### src/rtl/grn_ctrl_pkg.sv
// Shared types and defaults for the gene-regulatory-network sweep sequencer.
// The record struct documents the layout of one attractor result at default widths.
package grn_ctrl_pkg;

  localparam int N_NODES_DEF = 8;
  localparam int CNT_W_DEF   = 16;

  typedef enum logic [2:0] {
    IDLE  = 3'd0,
    LOAD  = 3'd1,
    RUN_A = 3'd2,
    RUN_B = 3'd3,
    CHECK = 3'd4,
    EMIT  = 3'd5,
    DONE  = 3'd6
  } grn_state_e;

  typedef struct packed {
    logic [N_NODES_DEF-1:0] init;
    logic [N_NODES_DEF-1:0] state;
    logic [CNT_W_DEF-1:0]   steps;
    logic                   timeout;
  } grn_rec_t;

endpackage

### src/rtl/grn_sim_ctrl.sv
// Sweeps a range of initial states through the GRN node array, runs Floyd
// tortoise/hare stepping per state and reports one attractor record each.
module grn_sim_ctrl
  import grn_ctrl_pkg::*;
#(
  parameter int N_NODES = N_NODES_DEF,
  parameter int CNT_W   = CNT_W_DEF
) (
  input  logic               clk,
  input  logic               rst,
  input  logic               start,
  input  logic [N_NODES-1:0] init_first,
  input  logic [N_NODES-1:0] init_last,
  input  logic [CNT_W-1:0]   max_steps,
  input  logic [N_NODES-1:0] grn_s0,
  input  logic [N_NODES-1:0] grn_s1,
  output logic               reset_nos,
  output logic [N_NODES-1:0] init_state,
  output logic               start_s0,
  output logic               start_s1,
  output logic               out_valid,
  input  logic               out_ready,
  output logic [N_NODES-1:0] out_init,
  output logic [N_NODES-1:0] out_state,
  output logic [CNT_W-1:0]   out_steps,
  output logic               out_timeout,
  output logic               busy,
  output logic               done
);

  grn_state_e         state_q, state_d;
  logic [N_NODES-1:0] cur_init_q, cur_init_d;
  logic [N_NODES-1:0] last_q, last_d;
  logic [CNT_W-1:0]   budget_q, budget_d;
  logic [CNT_W-1:0]   k_q, k_d;
  logic [N_NODES-1:0] rec_init_q, rec_init_d;
  logic [N_NODES-1:0] rec_state_q, rec_state_d;
  logic [CNT_W-1:0]   rec_steps_q, rec_steps_d;
  logic               rec_timeout_q, rec_timeout_d;
  logic               armed_q;
  logic [CNT_W-1:0]   k_inc;

  // k never exceeds budget, which is at most 2^CNT_W-1, so this cannot wrap.
  assign k_inc = k_q + CNT_W'(1);

  always_ff @(posedge clk or posedge rst) begin
    if (rst) begin
      state_q       <= IDLE;
      cur_init_q    <= '0;
      last_q        <= '0;
      budget_q      <= '0;
      k_q           <= '0;
      rec_init_q    <= '0;
      rec_state_q   <= '0;
      rec_steps_q   <= '0;
      rec_timeout_q <= 1'b0;
      armed_q       <= 1'b0;
    end else begin
      state_q       <= state_d;
      cur_init_q    <= cur_init_d;
      last_q        <= last_d;
      budget_q      <= budget_d;
      k_q           <= k_d;
      rec_init_q    <= rec_init_d;
      rec_state_q   <= rec_state_d;
      rec_steps_q   <= rec_steps_d;
      rec_timeout_q <= rec_timeout_d;
      armed_q       <= 1'b1;
    end
  end

  // armed_q keeps a start that lands on the first edge after reset release from launching a sweep.
  always_comb begin
    state_d       = state_q;
    cur_init_d    = cur_init_q;
    last_d        = last_q;
    budget_d      = budget_q;
    k_d           = k_q;
    rec_init_d    = rec_init_q;
    rec_state_d   = rec_state_q;
    rec_steps_d   = rec_steps_q;
    rec_timeout_d = rec_timeout_q;
    case (state_q)
      IDLE: begin
        if (start && armed_q) begin
          cur_init_d = init_first;
          last_d     = init_last;
          budget_d   = (max_steps == '0) ? CNT_W'(1) : max_steps;
          state_d    = LOAD;
        end
      end
      LOAD: begin
        k_d     = '0;
        state_d = RUN_A;
      end
      RUN_A: state_d = RUN_B;
      RUN_B: state_d = CHECK;
      CHECK: begin
        k_d = k_inc;
        if (grn_s0 == grn_s1 || k_inc == budget_q) begin
          rec_init_d    = cur_init_q;
          rec_state_d   = grn_s0;
          rec_steps_d   = k_inc;
          rec_timeout_d = (grn_s0 != grn_s1);
          state_d       = EMIT;
        end else begin
          state_d = RUN_A;
        end
      end
      EMIT: begin
        if (out_ready) begin
          if (cur_init_q == last_q) begin
            state_d = DONE;
          end else begin
            cur_init_d = cur_init_q + N_NODES'(1);
            state_d    = LOAD;
          end
        end
      end
      DONE:    state_d = IDLE;
      default: state_d = IDLE;
    endcase
  end

  assign reset_nos   = (state_q == LOAD);
  assign init_state  = (state_q == LOAD) ? cur_init_q : '0;
  assign start_s0    = (state_q == RUN_A) || (state_q == RUN_B);
  assign start_s1    = (state_q == RUN_A) || (state_q == RUN_B);
  assign out_valid   = (state_q == EMIT);
  assign out_init    = rec_init_q;
  assign out_state   = rec_state_q;
  assign out_steps   = rec_steps_q;
  assign out_timeout = rec_timeout_q;
  assign busy        = (state_q != IDLE);
  assign done        = (state_q == DONE);

endmodule

### config.mk
export PLATFORM = sky130hd
export DESIGN_NAME = grn_sim_ctrl
export DESIGN_NICKNAME = d
export VERILOG_FILES = /design/src/rtl/grn_ctrl_pkg.sv /design/src/rtl/grn_sim_ctrl.sv
export SDC_FILE = /design/constraint.sdc
export NUM_CORES = 1
export LEC_CHECK = 0
export CORE_MARGIN = 3
export CORE_UTILIZATION = 39
export CTS_BUF_LIST = sky130_fd_sc_hd__clkbuf_16
export DETAILED_ROUTE_END_ITERATION = 10
export PLACE_DENSITY = 0.63
export SLEW_MARGIN = 20
export SYNTH_ARGS = -nofsm -noshare
export SYNTH_HDL_FRONTEND = slang
export SYNTH_SLANG_ARGS = --single-unit
export TNS_END_PERCENT = 1
### constraint.sdc
create_clock -name clk -period 5.9 [get_ports clk]
set_input_delay 1.77 -clock clk [delete_from_list [all_inputs] [get_ports clk]]
set_output_delay 1.77 -clock clk [all_outputs]
set_load 0.05 [all_outputs]
# == Yosys cells after proc, flatten, opt, wreduce, memory -nomap -nowiden ==
# Index checks and enable logic that the tools add are counted.
# totals
regBits,85
out_inout_bits,47
elab_cells,49
# classes
addsub,2
n_eq_ne,13
muxes,12
n_reduce_logical,12
# ops
operator,n
8-bit 2-to-1 mux,4
16-bit one-hot mux with 2 select lines,1
3-bit one-hot mux with 6 select lines,1
16-bit by 1-bit adder with 16-bit output (second input constant),1
16-bit == test,1
8-bit == test,2
16-bit zero test,1
16-bit 2-to-1 mux,1
8-bit one-hot mux with 2 select lines,1
3-bit 2-to-1 mux,4
3-bit == test (second input constant),3
8-bit by 1-bit adder with 8-bit output (second input constant),1
8-bit inequality test,1
3-bit by 2-bit == test with 1-bit output (second input constant),2
2-bit AND reduction,3
2-bit inequality test (second input constant),2
4-bit AND reduction,1
2-bit nonzero test,2
3-bit by 1-bit == test with 1-bit output (second input constant),1
3-bit zero test,1
3-bit nonzero test,1
1-bit logical OR,2
2-bit by 1-bit inequality test with 1-bit output (second input constant),1
1-bit logical AND,1

# == Depth between registers and ports, before layout ==
# logic_depth
word_depth,5
mapped_depth,12

# == Worst setup path after synthesis ==
# OpenSTA, ideal clock, no wires.
# synth_timing
path_kind,register -> output
start,reg state_q[1]
end,out init_state[0]
arrival_time_ns,2.493
t_required_ns,4.130
setup_slack_ns,1.637
path_stages_with_launch,4
path_cell_list,dfrtp_1 > clkbuf_1 > nor3_1 > and2_1
# synth_via
elab_chain_cells,2
# synth_rtl
item,line_no,text
from (decl),grn_sim_ctrl.sv:31,"grn_state_e state_q, state_d;"
from (signal assigned),grn_sim_ctrl.sv:59,state_q <= state_d;
3-bit by 1-bit == test with 1-bit output,n/a,
named net reset_nos,grn_sim_ctrl.sv:17,"output logic reset_nos,"
8-bit 2-to-1 mux,grn_sim_ctrl.sv:126,assign init_state = (state_q == LOAD) ? cur_init_q : '0;
to (decl),grn_sim_ctrl.sv:18,"output logic [N_NODES-1:0] init_state,"
# The timed path passes the listed nets, and every way through them passes these cells.

# == Worst setup path after layout ==
# layout_timing
start,reg state_q[0]
end,out init_state[1]
# layout_via
elab_chain_cells,2
# layout_rtl
item,line_no
3-bit by 1-bit == test with 1-bit output,grn_sim_ctrl.sv:126
8-bit 2-to-1 mux,grn_sim_ctrl.sv:126
# No other way between the ends.

==> summary.txt <==
Run status
  • Run status: complete, no violations

Drt
  • Detailed-route DRC error count: 0
  • Iter 0 DRT Violations: 463
  • Vias: 4,922
  • Wire per inst: 16.74 um
  • DRT Pass-1 Iters: 5
  • Final WL: 14,410 um
  • Average vias per placed instance: 5.717
  • Post-detailed-route count of antenna-violating nets: 0

Setup path
  • Biggest fanout along the worst timing path: 10
  • CP Class: reg2out
  • Buffers and inverters on the worst path: 2
  • Critical Path Source Type: register
  • Cell with the biggest individual delay on the critical path: sky130_fd_sc_hd__clkdlybuf4s50_1
  • CP Data Arrival Time: 2.66 ns
  • CP peak stage delay: 0.81 ns
  • Type of element capturing the critical path: output pin
  • Startpoint of the worst register-to-register path: k_q[0]
  • CP Cell Sequence: inv_1 > nor3_1 > and2_1 > clkdlybuf4s50_1
  • Gate family responsible for the most delay along the worst path: buffers and inverters
  • Worst setup path start: state_q[0]
  • Data required time of the worst path: 4.13 ns

Synth
  • Cell Area, Synth: 0.005398 mm2
  • Synth Register Bits: 85
  • Seq/Total Area, Yosys: 39.41%
  • Area fraction of the dominant cell type after synthesis: 39.41%
  • Top post-synthesis cells by area: sky130_fd_sc_hd__dfrtp_1, sky130_fd_sc_hd__nand2_1, sky130_fd_sc_hd__o21ai_0, sky130_fd_sc_hd__xor2_1, sky130_fd_sc_hd__mux2_2
  • Async set-reset flop share out of synthesis: 100.0%
  • Number of distinct library cells after synthesis: 57
  • Number of instances in the synthesized netlist: 613
  • Mapped Nets: 667
  • Cell accounting for the most synthesized area: sky130_fd_sc_hd__dfrtp_1
  • Synth Flop Type: sky130_fd_sc_hd__dfrtp_1
  • Number of enable flip-flop cells after synthesis: 0
  • Number of warning messages in the yosys log: 0
  • Most instantiated library cell after synthesis: sky130_fd_sc_hd__nand2_1
  • Average cell area after synthesis: 8.805 um2
  • Top cells by count, synth: sky130_fd_sc_hd__nand2_1, sky130_fd_sc_hd__dfrtp_1, sky130_fd_sc_hd__o21ai_0

Clock tree
  • CTS tree: done
  • Post-cts hold buffer count: 0
  • Clock Sinks: 85
  • Number of buffers added by the clock tree synthesis step: 9
  • Maximum buffer depth of the clock tree: 2
  • Clock-pin slew reported for the worst setup and hold paths after clock tree synthesis: 0.06 ns
  • Clk_lat worst skew: 0.34 ns
  • Clock root buffer: sky130_fd_sc_hd__clkbuf_16
  • Post-CTS Setup Repair Bufs: 0
  • H-tree levels: 3
  • Cells resized by post-CTS repair: 0

Power
  • Clock share of power: 24.1%
  • Combinational group share of total power: 38.3%
  • Maximum resistive drop on vdd: 226.1 uV
  • Final Power: 2328 uW
  • Net switching power: 920.4 uW
  • Sequential share of power: 37.6%
  • Power Dens Cells: 344.5 mW/mm2
  • Internal Dissipation: 1408 uW
  • P_leak: 0.002743 uW
  • Switching share of power: 39.53%

Layout
  • Layout area overhead: 25.20%
  • Antenna diode instance count: 0
  • Share of cells above drive strength 1: 9.489%
  • Total of fill cells in the finished design: 1,283
  • Post-Layout Cell Count: 861
  • NumNets Final: 734

Floorplan
  • Floorplan Core Area: 0.01340 mm2
  • Area enclosed by the die boundary: 0.01529 mm2
  • Effective utilization at floorplan: 40.28%
  • Standard-cell rows: 42
  • Die H: 123.6 um
  • Ports: 99
  • Overall die width: 123.6 um

Timing
  • Final setup violating endpoints: 0
  • Max-slew violations: 0
  • Maximum frequency from static timing analysis: 225.5 MHz
  • Final cycle utilization of the critical path: 75.16%
  • Worst hold slack: 0.5273 ns
  • Max-slew headroom: 28.20%
  • Worst Tran Pin Value: 1.074 ns
  • RSZ-0062 raised after global routing: false
  • Final count of hold timing violations: 0
  • Clock tree skew after final layout: 0.005383 ns
  • Clock period minus worst slack: 4.434 ns
  • Final total negative setup slack: 0 ns

Global route
  • Number of global-route vias before repair: 4,570
  • Maximum number of pins on one net before global-route repair: 62
  • GR Overflow Total: 0
  • Overall fraction of global-route tracks in use: 19.02%
  • Antenna violations before repair: 0
  • Global-route wire length before repair: 23,270 um

Job
  • Max cap viols: 0

Place
  • Final weighted congestion of routability-driven global placement: 0.9236
  • Detailed-placement wirelength estimate: 10,140 um
  • Number of port buffers: 98
  • Cell count after placement: 845

Min path
  • Min-Delay Path Class: reg2reg
  • Worst Min Path Start: last_q[2]
## cell usage in the layout (no fill, tap or decap), types with 2 or more instances in the layout
cell type,synthesis,layout
sky130_fd_sc_hd__or3_1,2,2
sky130_fd_sc_hd__dfrtp_1,85,85
sky130_fd_sc_hd__nor4_1,13,13
sky130_fd_sc_hd__nand2_2,0,2
sky130_fd_sc_hd__o21a_1,2,2
sky130_fd_sc_hd__o31ai_1,5,5
sky130_fd_sc_hd__buf_4,2,8
sky130_fd_sc_hd__nor2_1,32,30
sky130_fd_sc_hd__nor3_1,30,30
sky130_fd_sc_hd__mux2i_1,17,17
sky130_fd_sc_hd__o311ai_1,8,8
sky130_fd_sc_hd__clkinvlp_4,0,4
sky130_fd_sc_hd__nor4_2,4,4
sky130_fd_sc_hd__a31oi_1,12,12
sky130_fd_sc_hd__xnor2_1,17,17
sky130_fd_sc_hd__a21oi_1,14,14
sky130_fd_sc_hd__inv_1,8,8
sky130_fd_sc_hd__o22a_1,3,3
sky130_fd_sc_hd__and3_1,5,5
sky130_fd_sc_hd__ha_1,2,2
sky130_fd_sc_hd__nor2_2,0,2
sky130_fd_sc_hd__a31o_2,9,9
sky130_fd_sc_hd__nand2_1,92,90
sky130_fd_sc_hd__o21ai_0,53,53
sky130_fd_sc_hd__nand3_1,17,17
sky130_fd_sc_hd__a221oi_1,7,7
sky130_fd_sc_hd__clkdlybuf4s50_1,0,98
sky130_fd_sc_hd__a222oi_1,8,8
sky130_fd_sc_hd__xor2_1,29,29
sky130_fd_sc_hd__nand2b_1,3,3
sky130_fd_sc_hd__and2_1,23,23
sky130_fd_sc_hd__mux2_2,21,21
sky130_fd_sc_hd__a211oi_1,2,2
sky130_fd_sc_hd__a311o_1,9,9
sky130_fd_sc_hd__clkbuf_16,0,9
sky130_fd_sc_hd__nand4_1,8,8
## sequential cells by signal (all words and copies together) (netlist names)
name,cells
out_init,8
cur_init_q,8
out_state,8
out_steps,16
armed_q,1
k_q,16
budget_q,16
out_timeout,1
last_q,8
state_q,3
## layer usage
metal	part of all wire, %	global-route usage (%)	up-vias
met1	48	28.46	2368
li1	-	-	2354
met5	0	0	-
met3	6.3	2.861	15
met4	1.6	6.851	0
met2	44	27.88	185
## power by group through the flow
| stage | sequential (uW) | clock [uW] | combinational [uW] |
|---|---|---|---|
| global route | 896 | 600 | 976 |
| global placement | 882 | 0 | 865 |
| finish | 876 | 561 | 891 |
| floorplan | 804 | 0 | 691 |
| detailed placement | 887 | 0 | 887 |
| CTS | 874 | 574 | 893 |
## worst paths after layout
check                                endpoint  cells after the start  slack [ns]
worst max-delay path            init_state[1]                      4        1.47
worst min-delay path                last_q[2]                      1        0.53
worst max register to register   out_state[7]                      8        1.77
worst min register to register      last_q[2]                      1        0.53
max in group asynchronous       out_steps[12]                      3        3.00
min in group asynchronous           last_q[3]                      2        1.91
## area by class of cell
cell class	instances	area, um2	share of cell area [%]
timing repair buffer	107	1061	15.70
multi-input combinational	469	3025	44.77
clock inverter	7	67.56	0.9998
sequential	85	2127	31.48
tap	176	220.2	3.259
inverter	8	31.28	0.4629
clock buffer	9	225.2	3.333
## logic make-up after synthesis
group                      count (synthesis)  share of synthesized area (%)
xor gates and xnor gates                  48                          8.322
other                                      1                        0.06947
AOI/OAI and AO/OA                        143                          18.08
and+or+nand+nor                          237                          21.40
adders and majority gates                  2                         0.4635
buffers and inverters                     59                          4.729
DFF                                       85                          39.41
muxes                                     38                          7.534
## metrics by stage
step | cell area [um2] | util (%) | worst slack, ns
final | 6758 | 50.43 | 1.466
after global routing | 6758 | 50.43 | 1.292
after CTS | 6758 | 50.43 | 1.447
after detailed placement | 6465 | 48.24 | 1.411
after global placement | 6465 | 48.24 | 1.595
after floorplan | 5398 | - | 1.637
(Power assumes the default switching activity.)
